### config.mk
export PLATFORM = sky130hd
export DESIGN_NAME = axi_memory_master_burst
export DESIGN_NICKNAME = d
export VERILOG_FILES = /design/src/rtl/axi_mem_pkg.sv /design/src/rtl/axi_wbuf.sv /design/src/rtl/axi_memory_master_burst.sv
export SDC_FILE = /design/constraint.sdc
export NUM_CORES = 1
export LEC_CHECK = 0
export CAP_MARGIN = 25
export CORE_ASPECT_RATIO = 0.75
export CORE_MARGIN = 2
export CORE_UTILIZATION = 63
export CTS_BUF_LIST = sky130_fd_sc_hd__clkbuf_16
export CTS_CLUSTER_SIZE = 8
export DETAILED_ROUTE_END_ITERATION = 10
export GPL_ROUTABILITY_DRIVEN = 0
export PLACE_DENSITY = 0.85
export SLEW_MARGIN = 25
export SYNTH_ARGS = -nofsm -noshare
export SYNTH_HDL_FRONTEND = slang
export SYNTH_SLANG_ARGS = --single-unit
### constraint.sdc
create_clock -name clk -period 10.9 [get_ports clk]
set_clock_uncertainty 0.15 [all_clocks]
set_input_delay 1.635 -clock clk [delete_from_list [all_inputs] [get_ports clk]]
set_output_delay 1.635 -clock clk [all_outputs]
set_load 0.05 [all_outputs]
### src/rtl/axi_mem_pkg.sv
// Shared constants, state encoding and helpers for the AXI4 write burst master.
package axi_mem_pkg;

    localparam logic [1:0] BURST_FIXED = 2'd0;
    localparam logic [1:0] BURST_INCR  = 2'd1;
    localparam logic [1:0] BURST_WRAP  = 2'd2;

    localparam logic [2:0] SIZE_1B  = 3'd0;
    localparam logic [2:0] SIZE_2B  = 3'd1;
    localparam logic [2:0] SIZE_4B  = 3'd2;
    localparam logic [2:0] SIZE_8B  = 3'd3;
    localparam logic [2:0] SIZE_16B = 3'd4;

    localparam logic [1:0] RESP_OKAY   = 2'd0;
    localparam logic [1:0] RESP_SLVERR = 2'd2;

    typedef enum logic [1:0] {
        ST_IDLE = 2'd0,
        ST_ADDR = 2'd1,
        ST_DATA = 2'd2,
        ST_RESP = 2'd3
    } mst_state_t;

    // Requested beat count forced into 1..max_len.
    function automatic logic [31:0] clamp_len(input logic [31:0] len, input logic [31:0] max_len);
        if (len == 32'd0) begin
            return 32'd1;
        end else if (len > max_len) begin
            return max_len;
        end else begin
            return len;
        end
    endfunction

endpackage

### src/rtl/axi_wbuf.sv
// Register-file burst buffer: one write port from the producer stream, one
// combinational read port feeding the W channel output registers.
module axi_wbuf
    import axi_mem_pkg::*;
#(
    parameter int DATA_WIDTH = 32,
    parameter int DEPTH      = 16,
    parameter int IDX_W      = $clog2(DEPTH)
) (
    input  logic                    clk,
    input  logic                    i_wr_en,
    input  logic [IDX_W-1:0]        i_wr_idx,
    input  logic [DATA_WIDTH-1:0]   i_wr_data,
    input  logic [DATA_WIDTH/8-1:0] i_wr_strb,
    input  logic [IDX_W-1:0]        i_rd_idx,
    output logic [DATA_WIDTH-1:0]   o_rd_data,
    output logic [DATA_WIDTH/8-1:0] o_rd_strb
);

    logic [DATA_WIDTH-1:0]   r_data [DEPTH];
    logic [DATA_WIDTH/8-1:0] r_strb [DEPTH];

    // Storage needs no reset: validity is tracked by the owner's counters.
    always_ff @(posedge clk) begin
        if (i_wr_en) begin
            r_data[i_wr_idx] <= i_wr_data;
            r_strb[i_wr_idx] <= i_wr_strb;
        end
    end

    assign o_rd_data = r_data[i_rd_idx];
    assign o_rd_strb = r_strb[i_rd_idx];

endmodule

### src/rtl/axi_memory_master_burst.sv
// AXI4 write-only burst master: one command plus a per-cycle data stream becomes
// one AW/W/B burst, with the stream absorbed by a local buffer.
module axi_memory_master_burst
    import axi_mem_pkg::*;
#(
    parameter int ADDR_WIDTH = 32,
    parameter int DATA_WIDTH = 32,
    parameter int ID_WIDTH   = 4,
    parameter int MAX_BURST  = 16
) (
    input  logic                    clk,
    input  logic                    resetn,
    input  logic                    start_write,
    input  logic [ID_WIDTH-1:0]     write_id,
    input  logic [ADDR_WIDTH-1:0]   write_addr,
    input  logic [31:0]             write_len,
    input  logic [2:0]              write_size,
    input  logic [1:0]              write_burst,
    input  logic [DATA_WIDTH-1:0]   write_data,
    input  logic [DATA_WIDTH/8-1:0] write_strb,
    input  logic                    start_read,
    output logic [ID_WIDTH-1:0]     awid,
    output logic [ADDR_WIDTH-1:0]   awaddr,
    output logic [7:0]              awlen,
    output logic [2:0]              awsize,
    output logic [1:0]              awburst,
    output logic                    awvalid,
    input  logic                    awready,
    output logic [DATA_WIDTH-1:0]   wdata,
    output logic [DATA_WIDTH/8-1:0] wstrb,
    output logic                    wlast,
    output logic                    wvalid,
    input  logic                    wready,
    input  logic [ID_WIDTH-1:0]     bid,
    input  logic [1:0]              bresp,
    input  logic                    bvalid,
    output logic                    bready
);

    localparam int CW = $clog2(MAX_BURST + 1);
    localparam int IW = $clog2(MAX_BURST);
    localparam int SW = DATA_WIDTH / 8;

    mst_state_t              r_state;
    logic [CW-1:0]           r_len;
    logic [CW-1:0]           r_in_cnt;
    logic [CW-1:0]           r_out_ptr;
    logic [ID_WIDTH-1:0]     r_awid;
    logic [ADDR_WIDTH-1:0]   r_awaddr;
    logic [7:0]              r_awlen;
    logic [2:0]              r_awsize;
    logic [1:0]              r_awburst;
    logic                    r_awvalid;
    logic [DATA_WIDTH-1:0]   r_wdata;
    logic [SW-1:0]           r_wstrb;
    logic                    r_wlast;
    logic                    r_wvalid;
    logic                    r_bready;

    logic [31:0]             w_len_clamped;
    logic [CW-1:0]           w_len_eff;
    logic                    w_cmd;
    logic                    w_wr_en;
    logic [CW-1:0]           w_wr_cnt;
    logic                    w_w_fire;
    logic [CW-1:0]           w_ptr_nxt;
    logic [DATA_WIDTH-1:0]   w_rd_data;
    logic [SW-1:0]           w_rd_strb;
    logic                    w_unused;

    assign w_len_clamped = clamp_len(write_len, 32'(MAX_BURST));
    assign w_len_eff     = w_len_clamped[CW-1:0];
    assign w_cmd         = start_write && (r_state == ST_IDLE);
    // A new command restarts capture at entry 0; otherwise keep filling up to L.
    assign w_wr_en       = w_cmd || (r_in_cnt < r_len);
    assign w_wr_cnt      = w_cmd ? {CW{1'b0}} : r_in_cnt;
    assign w_w_fire      = r_wvalid && wready;
    assign w_ptr_nxt     = r_out_ptr + {{(CW-1){1'b0}}, w_w_fire};
    assign w_unused      = &{1'b0, start_read, bid, bresp, w_len_clamped[31:CW]};

    axi_wbuf #(
        .DATA_WIDTH (DATA_WIDTH),
        .DEPTH      (MAX_BURST),
        .IDX_W      (IW)
    ) u_wbuf (
        .clk       (clk),
        .i_wr_en   (w_wr_en),
        .i_wr_idx  (w_wr_cnt[IW-1:0]),
        .i_wr_data (write_data),
        .i_wr_strb (write_strb),
        .i_rd_idx  (w_ptr_nxt[IW-1:0]),
        .o_rd_data (w_rd_data),
        .o_rd_strb (w_rd_strb)
    );

    // Burst FSM, capture counter and registered AXI outputs.
    always_ff @(posedge clk or posedge resetn) begin
        if (resetn) begin
            r_state   <= ST_IDLE;
            r_len     <= {CW{1'b0}};
            r_in_cnt  <= {CW{1'b0}};
            r_out_ptr <= {CW{1'b0}};
            r_awid    <= {ID_WIDTH{1'b0}};
            r_awaddr  <= {ADDR_WIDTH{1'b0}};
            r_awlen   <= 8'd0;
            r_awsize  <= 3'd0;
            r_awburst <= 2'd0;
            r_awvalid <= 1'b0;
            r_wdata   <= {DATA_WIDTH{1'b0}};
            r_wstrb   <= {SW{1'b0}};
            r_wlast   <= 1'b0;
            r_wvalid  <= 1'b0;
            r_bready  <= 1'b0;
        end else begin
            if (w_wr_en) begin
                r_in_cnt <= w_wr_cnt + CW'(1);
            end
            case (r_state)
                ST_IDLE: begin
                    if (start_write) begin
                        r_len     <= w_len_eff;
                        r_out_ptr <= {CW{1'b0}};
                        r_awid    <= write_id;
                        r_awaddr  <= write_addr;
                        r_awlen   <= 8'(w_len_eff - CW'(1));
                        r_awsize  <= write_size;
                        r_awburst <= write_burst;
                        r_awvalid <= 1'b1;
                        r_state   <= ST_ADDR;
                    end
                end
                ST_ADDR: begin
                    // Entry 0 was captured with the command, so beat 0 preloads here.
                    if (awready) begin
                        r_awvalid <= 1'b0;
                        r_wvalid  <= 1'b1;
                        r_wdata   <= w_rd_data;
                        r_wstrb   <= w_rd_strb;
                        r_wlast   <= (w_ptr_nxt == r_len - CW'(1));
                        r_state   <= ST_DATA;
                    end
                end
                ST_DATA: begin
                    r_out_ptr <= w_ptr_nxt;
                    if (w_w_fire && r_wlast) begin
                        r_wvalid <= 1'b0;
                        r_wlast  <= 1'b0;
                        r_bready <= 1'b1;
                        r_state  <= ST_RESP;
                    end else if (!r_wvalid || w_w_fire) begin
                        // Payload only advances after a handshake, keeping it stable while stalled.
                        if (w_ptr_nxt < r_in_cnt) begin
                            r_wvalid <= 1'b1;
                            r_wdata  <= w_rd_data;
                            r_wstrb  <= w_rd_strb;
                            r_wlast  <= (w_ptr_nxt == r_len - CW'(1));
                        end else begin
                            r_wvalid <= 1'b0;
                        end
                    end
                end
                ST_RESP: begin
                    if (bvalid) begin
                        r_bready <= 1'b0;
                        r_state  <= ST_IDLE;
                    end
                end
                default: begin
                    r_state <= ST_IDLE;
                end
            endcase
        end
    end

    assign awid    = r_awid;
    assign awaddr  = r_awaddr;
    assign awlen   = r_awlen;
    assign awsize  = r_awsize;
    assign awburst = r_awburst;
    assign awvalid = r_awvalid;
    assign wdata   = r_wdata;
    assign wstrb   = r_wstrb;
    assign wlast   = r_wlast;
    assign wvalid  = r_wvalid;
    assign bready  = r_bready;

endmodule

==> results of run 1 <==
-- cell families after synthesis --
group,after synthesis
flops,680
mux,221
simple gates,209
buf+inv,85
compound gates,44
fa+ha+maj,21
xor+xnor,13
-- placed cells by master, fill, tap and decap left out, types with 3 or more instances in the layout --
| master | netlist | routed |
|---|---|---|
| o21ai_0 | 17 | 17 |
| o211ai_1 | 3 | 3 |
| clkdlybuf4s50_1 | 0 | 203 |
| nor4_1 | 11 | 7 |
| buf_4 | 9 | 26 |
| nor4_2 | 0 | 4 |
| nor3_1 | 14 | 6 |
| inv_6 | 0 | 4 |
| mux4_1 | 137 | 137 |
| nor2_4 | 0 | 4 |
| nor2_1 | 8 | 4 |
| edfxtp_1 | 576 | 576 |
| dfrtp_1 | 104 | 104 |
| xnor2_1 | 11 | 10 |
| nor2b_1 | 3 | 3 |
| inv_1 | 24 | 93 |
| a32o_1 | 3 | 3 |
| nand2_1 | 145 | 144 |
| a21oi_1 | 6 | 6 |
| nand3_1 | 14 | 14 |
| ha_1 | 21 | 19 |
| mux2i_1 | 4 | 4 |
| mux2_2 | 36 | 36 |
| mux4_2 | 43 | 43 |
| clkbuf_16 | 0 | 97 |
| nor3_2 | 0 | 8 |
-- flip-flops by register name, summed over array words and instances (netlist names) --
name,count
awlen,6
wdata,32
awsize,3
awvalid,1
awburst,2
r_len,5
awaddr,32
wlast,1
u_wbuf.r_strb,64
bready,1
r_state,2
wstrb,4
r_out_ptr,5
u_wbuf.r_data,512
r_in_cnt,5
awid,4
wvalid,1
-- power by group through the flow --
stage	logic (mW)	registers (mW)	clock network, mW
after floorplan	1.87	4.14	0
after global placement	3.21	3.62	0
after detailed placement	3.31	3.67	0
after CTS	3.40	3.65	2.67
after global routing	3.55	3.69	2.78
final	3.41	3.65	2.64
-- critical path, cell delays in order --
cell,delay [ns]
clkdlybuf4s50_1,0.44
and2_1,0.21
ha_4,0.80
buf_4,0.83
nor2b_1,0.14
o21ai_1,0.24
a41o_1,0.22
or3b_2,0.13
buf_4,0.59
mux2_2,0.42
-- cell type report --
class / instances / area [sq um] / area share, %
clock buffers: 97 / 2430 / 7.49
diodes: 2 / 5.00 / 0.0154
flip-flops and latches: 680 / 19900 / 61.4
well taps: 569 / 712 / 2.20
inverters: 24 / 92.6 / 0.286
clock inverters: 74 / 298 / 0.919
repair buffers: 230 / 2230 / 6.90
multi-input cells: 508 / 6740 / 20.8
-- worst max path at each step --
stage | to | slack [ns]
finish | wdata[14] | 5.54
global route | wdata[10] | 5.36
CTS | wstrb[0] | 5.62
detailed placement | wdata[2] | 5.02
global placement | wdata[2] | 5.05
floorplan | u_wbuf.r_data[8][0] | 4.08
-- layer usage --
metal	global-route usage, %	wire [microns]
met1	39.0	23900
met5	0	26
met4	11.4	2140
met2	52.3	34600
met3	5.40	4740
-- through the flow --
step,power (mW),instances,utilization [%],hold slack (ns),setup slack [ns]
2_1_floorplan,6.01,1273,-,0.322,4.08
3_3_place_gp,6.83,2010,70.4,0.310,5.05
3_5_place_dp,6.98,2010,70.4,0.311,5.02
4_1_cts,9.73,2181,76.9,0.325,5.62
5_1_grt,10.0,2183,76.9,0.346,5.36
6_report,9.70,2184,76.9,0.322,5.54
==> impl_metrics.tcl, run 1 <==
set metrics [dict create \
    outcome "completed" \
    hold_viol 0 \
    intPower_mw 6.44 \
    synth_top_flop_cell "edfxtp_1" \
    cts_buffers 94 \
    cp.required_ns 11.23 \
    async_flop_share_pct 15.3 \
    area_delta_synth_final_pct 20.1 \
    nNetsFinal 1681 \
    tightest_slew_ns 1.00 \
    vdd_drop_max_uv 216 \
    fin_crit_ns 5.36 \
    grt_pass1_wl_microns 96700 \
    min_path_cells 2 \
    via_count 14142 \
    synth_edf_count 576 \
    drive_gt1_share_pct 14.4 \
    ioPinCount 211 \
    r2r_slack_ns 6.54 \
    synthMuxAreaShare_pct 18.6 \
    dieWidth_microns 243 \
    grt-ovfl-total 0 \
    cts_max_level 3 \
    ys_ff_latch 680 \
    start_kind "input pin" \
    start_util_pct 64.0 \
    synth_common_cells "edfxtp_1 (576), nand2_1 (145), mux4_1 (137), dfrtp_1 (104), mux4_2 (43)" \
    clockBufferDepth 3 \
    seq_area_frac_synth_pct 73.8 \
    worstPathMaxFanout 51 \
    syn_inst 1273 \
    drc 0 \
    min_to "awaddr[24]" \
    ctsResizeCount 0 \
    yosysWarnings 0 \
    rsz0062_at_grt "false" \
    setup_viol 0 \
    portBuffers 203 \
    maxCapViolations 0 \
    yosys.cell_types.count 47 \
    cts.sinks 680 \
    cp-startpoint "wready" \
    dpl_cell_area_sq_mm 0.0297 \
    postCtsSetupBuffers 0 \
    die-area_sq_mm 0.0445 \
    hold_start "awaddr[24]" \
    finalInstanceArea_sq_mm 0.0324 \
    netlist_area_sq_mm 0.0270 \
    synth_compound_area_share_pct 1.07 \
    p_per_area_mw_per_mm2 299 \
    core_sq_mm 0.0421 \
    critPathCaptureType "flop" \
    viasPerCell 6.48 \
    n_fill_cell 2139 \
    track_usage_pct 30.2 \
    synth_most_common_cell "edfxtp_1" \
    row_count 65 \
    dp_hpwl_microns 31300 \
    synth_area_leader_cell "edfxtp_1" \
    synth_area_per_cell_sq_um 21.2 \
    p_comb_share_pct 35.1 \
    postCtsHoldBufs 0 \
    reg2reg_depth 9 \
    p_leak_nw 11.5 \
    grt_pass1_vias 14826 \
    wl_microns 65400 \
    grt_max_degree 76 \
    clockRootBuffer "clkbuf_16" \
    clk_pin_slew_ns 0.05 \
    slew_violations 0 \
    slew_headroom_pct 33.1 \
    dr.pass1.iters 5 \
    r2r_start "wvalid" \
    clockPowerShare_pct 27.2 \
    fp.dieH_microns 183 \
    synth_top_area_share_pct 64.1 \
    timing.rr.end "wdata[14]" \
    drt-wirelength-per-cell_microns 30.0 \
    worstSetupPathType "input pin to flop" \
    fin_setup_tns_ns 0 \
    clk_latency_ns 0.63 \
    synth_nets 1416 \
    yosys.area_share.simple_pct 3.33 \
    post-route-period-util_pct 49.2 \
    ys_top_cells_by_area "edfxtp_1 (64%), mux4_1 (13%), dfrtp_1 (9.6%)" \
    power.net_switching_mw 3.26 \
    synth_top_family_by_area "multiplexers" \
    antenna_left 0 \
    synthAdderAreaFrac_pct 0.974 \
    fmax_mhz 187 \
    arrival_ns 5.69 \
    antenna_found_initial 4 \
    pwr-share-seq_pct 37.7 \
    switching_share_pct 33.6 \
    drtIter0Drc 1611 \
    tritoncts "done" \
    synth_xor_area_share_pct 0.422 \
    hold_class "flop to flop" \
]
Power figures use the tool's default switching activity.
==> inputs of run 2 (changes only) <==
--- a/config.mk
+++ b/config.mk
@@ -8,12 +8,12 @@
 export CAP_MARGIN = 25
 export CORE_ASPECT_RATIO = 0.75
 export CORE_MARGIN = 2
-export CORE_UTILIZATION = 63
+export CORE_UTILIZATION = 52
 export CTS_BUF_LIST = sky130_fd_sc_hd__clkbuf_16
 export CTS_CLUSTER_SIZE = 8
 export DETAILED_ROUTE_END_ITERATION = 10
 export GPL_ROUTABILITY_DRIVEN = 0
-export PLACE_DENSITY = 0.85
+export PLACE_DENSITY = 0.75
 export SLEW_MARGIN = 25
 export SYNTH_ARGS = -nofsm -noshare
 export SYNTH_HDL_FRONTEND = slang
==> constraint.sdc (replaced) <==
create_clock -name clk -period 4.42 [get_ports clk]
set_clock_uncertainty 0.15 [all_clocks]
set_input_delay 0.663 -clock clk [delete_from_list [all_inputs] [get_ports clk]]
set_output_delay 0.663 -clock clk [all_outputs]
set_load 0.05 [all_outputs]
==> run 2 against run 1 <==
Net effect: cell count is 7.1% higher; critical path depth is 3 higher; clock-buffer cell count is 2 higher; critical endpoint is now wstrb[0]; highest routed layer unchanged.
==> impl_metrics.tcl, run 2 (synthesis results as in run 1) <==
set metrics [dict create \
    outcome "completed" \
    setup_viol 0 \
    regMostFlops "u_wbuf.r_data" \
    worstPathMaxFanout 36 \
    rsz0062_at_grt "false" \
    ioPinCount 211 \
    grt_max_degree 80 \
    layout.cells.non_filler 2339 \
    start_kind "input pin" \
    arrival_ns 3.85 \
    start_util_pct 52.4 \
    critPathCaptureType "flop" \
    power.net_switching_mw 7.84 \
    worst-path-buf-inv 2 \
    cp-startpoint "wready" \
    fin_setup_tns_ns 0 \
    final_common_cell "edfxtp_1" \
    r2r_start "r_in_cnt[2]" \
    dieWidth_microns 267 \
    track_usage_pct 22.7 \
    via_count 13578 \
    hold_class "input pin to asynchronous set/reset pin" \
    clockRootBuffer "clkbuf_16" \
    die-area_sq_mm 0.0537 \
    fmax_mhz 287 \
    dpl.cell_count 2161 \
    fp.dieH_microns 201 \
    p_per_area_mw_per_mm2 727 \
    viasPerCell 5.81 \
    portBuffers 203 \
    tightest_slew_ns 0.985 \
    cts_max_level 3 \
    drt-wirelength-per-cell_microns 25.5 \
    worst-path-stages 13 \
    switching_share_pct 32.7 \
    clk_pin_slew_ns 0.05 \
    cp_cell_sequence "clkdlybuf4s50_1 -> and2_1 -> ha_4 -> ha_4 -> nand3_1 -> xnor2_1 -> ha_1 -> nand3_1 -> nand2_1 -> a41o_1 -> or3b_2 -> buf_12 -> mux2_2" \
    pre_cts_slack_ns 0.331 \
    layout_setup_ws_ns 0.930 \
    dpl_cell_area_sq_mm 0.0302 \
    tritoncts "done" \
    drive_gt1_share_pct 15.3 \
    hold_ws_ns 0.306 \
    cpLargestDelayFamily "simple AND/OR/NAND/NOR gates" \
    cts_buffers 95 \
    core_sq_mm 0.0514 \
    wl_microns 59700 \
    worstSetupPathType "input pin to flop" \
    hold_viol 0 \
    drtIter0Drc 1271 \
    max_stage_delay_ns 0.53 \
    slowest_stage "or3b_2" \
    slew_headroom_pct 34.3 \
    slew_violations 0 \
    postCtsHoldBufs 0 \
    cp.required_ns 4.78 \
    grt_pass1_vias 14077 \
    reg2reg_depth 8 \
    finalInstanceArea_sq_mm 0.0330 \
    timing.rr.end "u_wbuf.r_data[3][18]" \
    p_leak_nw 11.7 \
    utilization_pct 64.2 \
    maxCapViolations 0 \
    pwr-share-seq_pct 37.2 \
    antenna_found_initial 6 \
    vdd_drop_max_uv 443 \
    p_comb_share_pct 35.4 \
    intPower_mw 16.2 \
    final_cell_mix "edfxtp_1 (576), clkdlybuf4s50_1 (203), nand2_1 (144)" \
    drc 0 \
    fin_crit_ns 3.49 \
    area_delta_synth_final_pct 22.4 \
    nNetsFinal 1698 \
    r2r_slack_ns 1.02 \
    antenna_left 0 \
    post-route-period-util_pct 79.0 \
    cts.sinks 680 \
    grt_pass1_wl_microns 89000 \
    clk_latency_ns 0.62 \
    largest_registers "u_wbuf.r_data (512), u_wbuf.r_strb (64)" \
    row_count 72 \
    postCtsSetupBuffers 0 \
    clockPowerShare_pct 27.4 \
    dp_hpwl_microns 30700 \
    largest_reg_flops 512 \
    ctsResizeCount 0 \
    power.total_mw 24.0 \
    clockBufferDepth 3 \
    grt-ovfl-total 0 \
    dr.pass1.iters 5 \
]
[run 2: cell count changes in the layout (fill, tap and decap cells not counted), sizes merged]
cell,delta
diode,+1
clkinv,+2
clkbuf,+1
buf,+17
[run 2: area by class of cell]
class / instances / area (sq um)
flip-flops and latches: 680 / 19900
multi-input cells: 508 / 6800
clock buffers: 99 / 2480
well taps: 703 / 880
clock inverters: 76 / 305
inverters: 24 / 92.6
repair buffers: 246 / 2550
diodes: 3 / 7.51
fillers: 3330 / 18400
[run 2: worst max-delay path by stage]
stage / end / slack, ns
2_1_floorplan: u_wbuf.r_data[4][0] / -0.41
3_3_place_gp: wdata[0] / 0.39
3_5_place_dp: wdata[29] / 0.33
4_1_cts: wstrb[0] / 0.98
5_1_grt: u_wbuf.r_data[3][18] / 0.80
6_report: wstrb[0] / 0.93
[run 2: power groups by stage]
stage          Clock, mW  Sequential, mW  Combinational (mW)
3_5_place_dp           0            9.03                8.55
4_1_cts             6.69            8.94                8.62
5_1_grt             6.98            9.04                8.96
2_1_floorplan          0            10.2                4.65
3_3_place_gp           0            8.95                8.38
6_report            6.57            8.93                8.50
[run 2: worst register-to-register path, cell delays in order (launching register included)]
cell     delay, ns
dfrtp_1       0.70
ha_1          0.36
a21o_1        0.18
a31oi_1       0.23
o21ai_1       0.11
buf_4         0.20
o31a_1        0.39
nor2_4        0.54
buf_12        0.25
[run 2: routing by layer]
metal / global-route usage [%] / up-vias / wire, microns
met5: 0 / - / 49
met2: 37.6 / 470 / 30300
met1: 30.2 / 7092 / 24100
met3: 5.53 / 119 / 3810
met4: 6.90 / 8 / 1330
li1: - / 5889 / -
==> RTL edit: new RTL, settings of run 2 <==
Reset style: synchronous (`resetn`), changed in one clocked block.
--- a/src/rtl/axi_memory_master_burst.sv
+++ b/src/rtl/axi_memory_master_burst.sv
@@ -96,3 +96,3 @@
     // Burst FSM, capture counter and registered AXI outputs.
-    always_ff @(posedge clk or posedge resetn) begin
+    always_ff @(posedge clk) begin
         if (resetn) begin
Function: differs if resetn is asserted again (counterexample within 4 cycles, from zero or initial values and one cycle with resetn high); with resetn held inactive, the same outputs for 4 cycles.
==> RTL edit against run 2 <==
  * Cell area fell by 2.6%
  * Sequential cell count stayed put
  * Wire length about the same
  * Hold slack got worse by 0.0032 ns
  * Critical path type unchanged
  * Count of clock-buffer cells in the layout down 3
  * Synthesized area shrank 2.2%
  * Worst setup slack improved by 0.048 ns
  * First-iteration DRC count increased by 0.39%
  * Fmax is 1.4% higher
Power is not compared: it rests on default switching activity, and its combinational part moved more than twofold at a synthesized area within 25%.
==> RTL edit: results (changes against run 2) <==
Logic synthesis
  • Mapped Avg Cell Area: 20.3 µm² (was 21.2 µm²)
  • Post-synth net total: 1440 (was 1416)
  • Yosys warns: 0 (unchanged)
  • Synth async-reset ratio: 0% (was 15.3%)
  • Synth area leaders: edfxtp_1 66%, mux4_1 9.4%, dfxtp_1 7.9% (was edfxtp_1 64%, mux4_1 13%, dfrtp_1 9.6%)
  • Register area share after synthesis: 73.4% (was 73.8%)
  • Top cells by count, synth: 576 x edfxtp_1, 107 x nand2_1, 104 x dfxtp_1, 94 x mux4_1, 86 x mux4_2 (was 576 x edfxtp_1, 145 x nand2_1, 137 x mux4_1, 104 x dfrtp_1, 43 x mux4_2)
  • Distinct cells, synth: 48 (was 47)

Drt
  • Via count: 13600 (about the same)
  • DRT iter0 DRCs: 1276 (was 1271)
  • WL/cell: 26.0 µm (was 25.5 µm)
  • DR vias/cell: 5.91 (was 5.81)

STA
  • Max Freq: 290 MHz (was 287 MHz)
  • Worst slew margin: 40.6% (was 34.3%)
  • Hold_ws: 0.303 ns (was 0.306 ns)

Placed design
  • Cell total after placement: 2127 (was 2161)
  • Pre-CTS WS: 0.419 ns (was 0.331 ns)
  • DP Area: 0.0294 mm² (was 0.0302 mm²)
  • Dpl hpwl: 30.1 mm (was 30.7 mm)

Layout
  • Final #Nets: 1711 (was 1698)
  • Share of layout cells above drive strength 1: 15.6% (was 15.3%)
  • Filler cell count: 3312 (was 3330)

GRT
  • Largest net degree at the start of global routing: 111 (was 80)
  • First-pass GRT wire length: 87.6 mm (was 89.0 mm)
  • Initial antenna violation count: 2 (was 6)
  • GRT Util Overall: 22.9% (was 22.7%)

Clocking
  • Clk root buf: clkbuf_16 (unchanged)
  • Longest Clk Path Bufs: 3 (unchanged)

Critical path
  • Worst EP arrival: 3.80 ns (was 3.85 ns)
  • R2R cell count: 6 (was 8)
  • CP endpoint: wdata[27]$_SDFFE_PP0P_ (was wstrb[0]$_DFFE_PP0P_)
  • Worst r2r dst: u_wbuf.r_strb[13][1]$_DFFE_PP_ (was u_wbuf.r_data[3][18]$_DFFE_PP_)
  • Worst flop-to-flop path startpoint: r_in_cnt[3]$_SDFFE_PP0P_ (was r_in_cnt[2]$_DFFE_PP0P_)

Power and ir drop
  • Peak VDD IR: approximately 0.34 mV

Hold path
  • Worst Hold Launch: awid[0]$_SDFFE_PP0P_
  • Worst min path class: reg2reg (was in2async)

Run status
  • Status: completed (unchanged)
RTL edit: cell count changes after synthesis, sizes merged, moves of 34 or more:
| cell | delta |
|---|---|
| nand2 | -38 |
| a22o | +34 |
| a21oi | +50 |
| dfrtp | -104 |
| mux2 | -37 |
| dfxtp | +104 |
RTL edit: metal layers:
metal	global-route usage, %	wire length (µm)
met5	0	31
met4	6.90	1310
met3	5.30	4090
met2	37.8	30100
met1	30.9	24100
RTL edit: where the power goes:
part / total, W / switching, W / internal [W]
clock network: 0.00646 / 0.00258 / 0.00388
logic: 0.00392 / 0.00233 / 0.00159
registers: 0.00786 / 0.000240 / 0.00762
RTL edit: final cells by class:
type                    count  area (µm²)  share of cell area (%)
repair buffers            245        2520                    7.83
clock inverters            73         345                    1.07
flip-flops and latches    680       19400                    60.3
diodes                      2        5.00                  0.0156
inverters                  17        63.8                   0.198
well taps                 657         822                    2.56
clock buffers              96        2400                    7.47
multi-input cells         529        6620                    20.6
RTL edit: worst max-delay path: stages:
cell and delay [ns]:
clkdlybuf4s50_1 0.48, and2_1 0.23, ha_4 0.17, ha_4 0.16, nand3_1 0.10, xnor2_1 0.26, ha_1 0.30, a21oi_1 0.16
o21ai_1 0.11, o32a_1 0.42, and2_2 0.24, buf_12 0.21, a22o_1 0.27
RTL edit: cell families (layout without fill, tap and decap cells):
| logic type | after synthesis | count (layout) | share of synthesized area, % |
|---|---|---|---|
| AOI/OAI and AO/OA | 133 | 133 | 3.32 |
| buffers and inverters | 88 | 431 | 1.94 |
| other | 0 | 2 | 0 |
| adders and majority gates | 21 | 21 | 0.996 |
| xor gates and xnor gates | 13 | 13 | 0.431 |
| and+or+nand+nor | 181 | 181 | 3.14 |
| DFF | 680 | 680 | 73.4 |
| muxes | 181 | 181 | 16.7 |
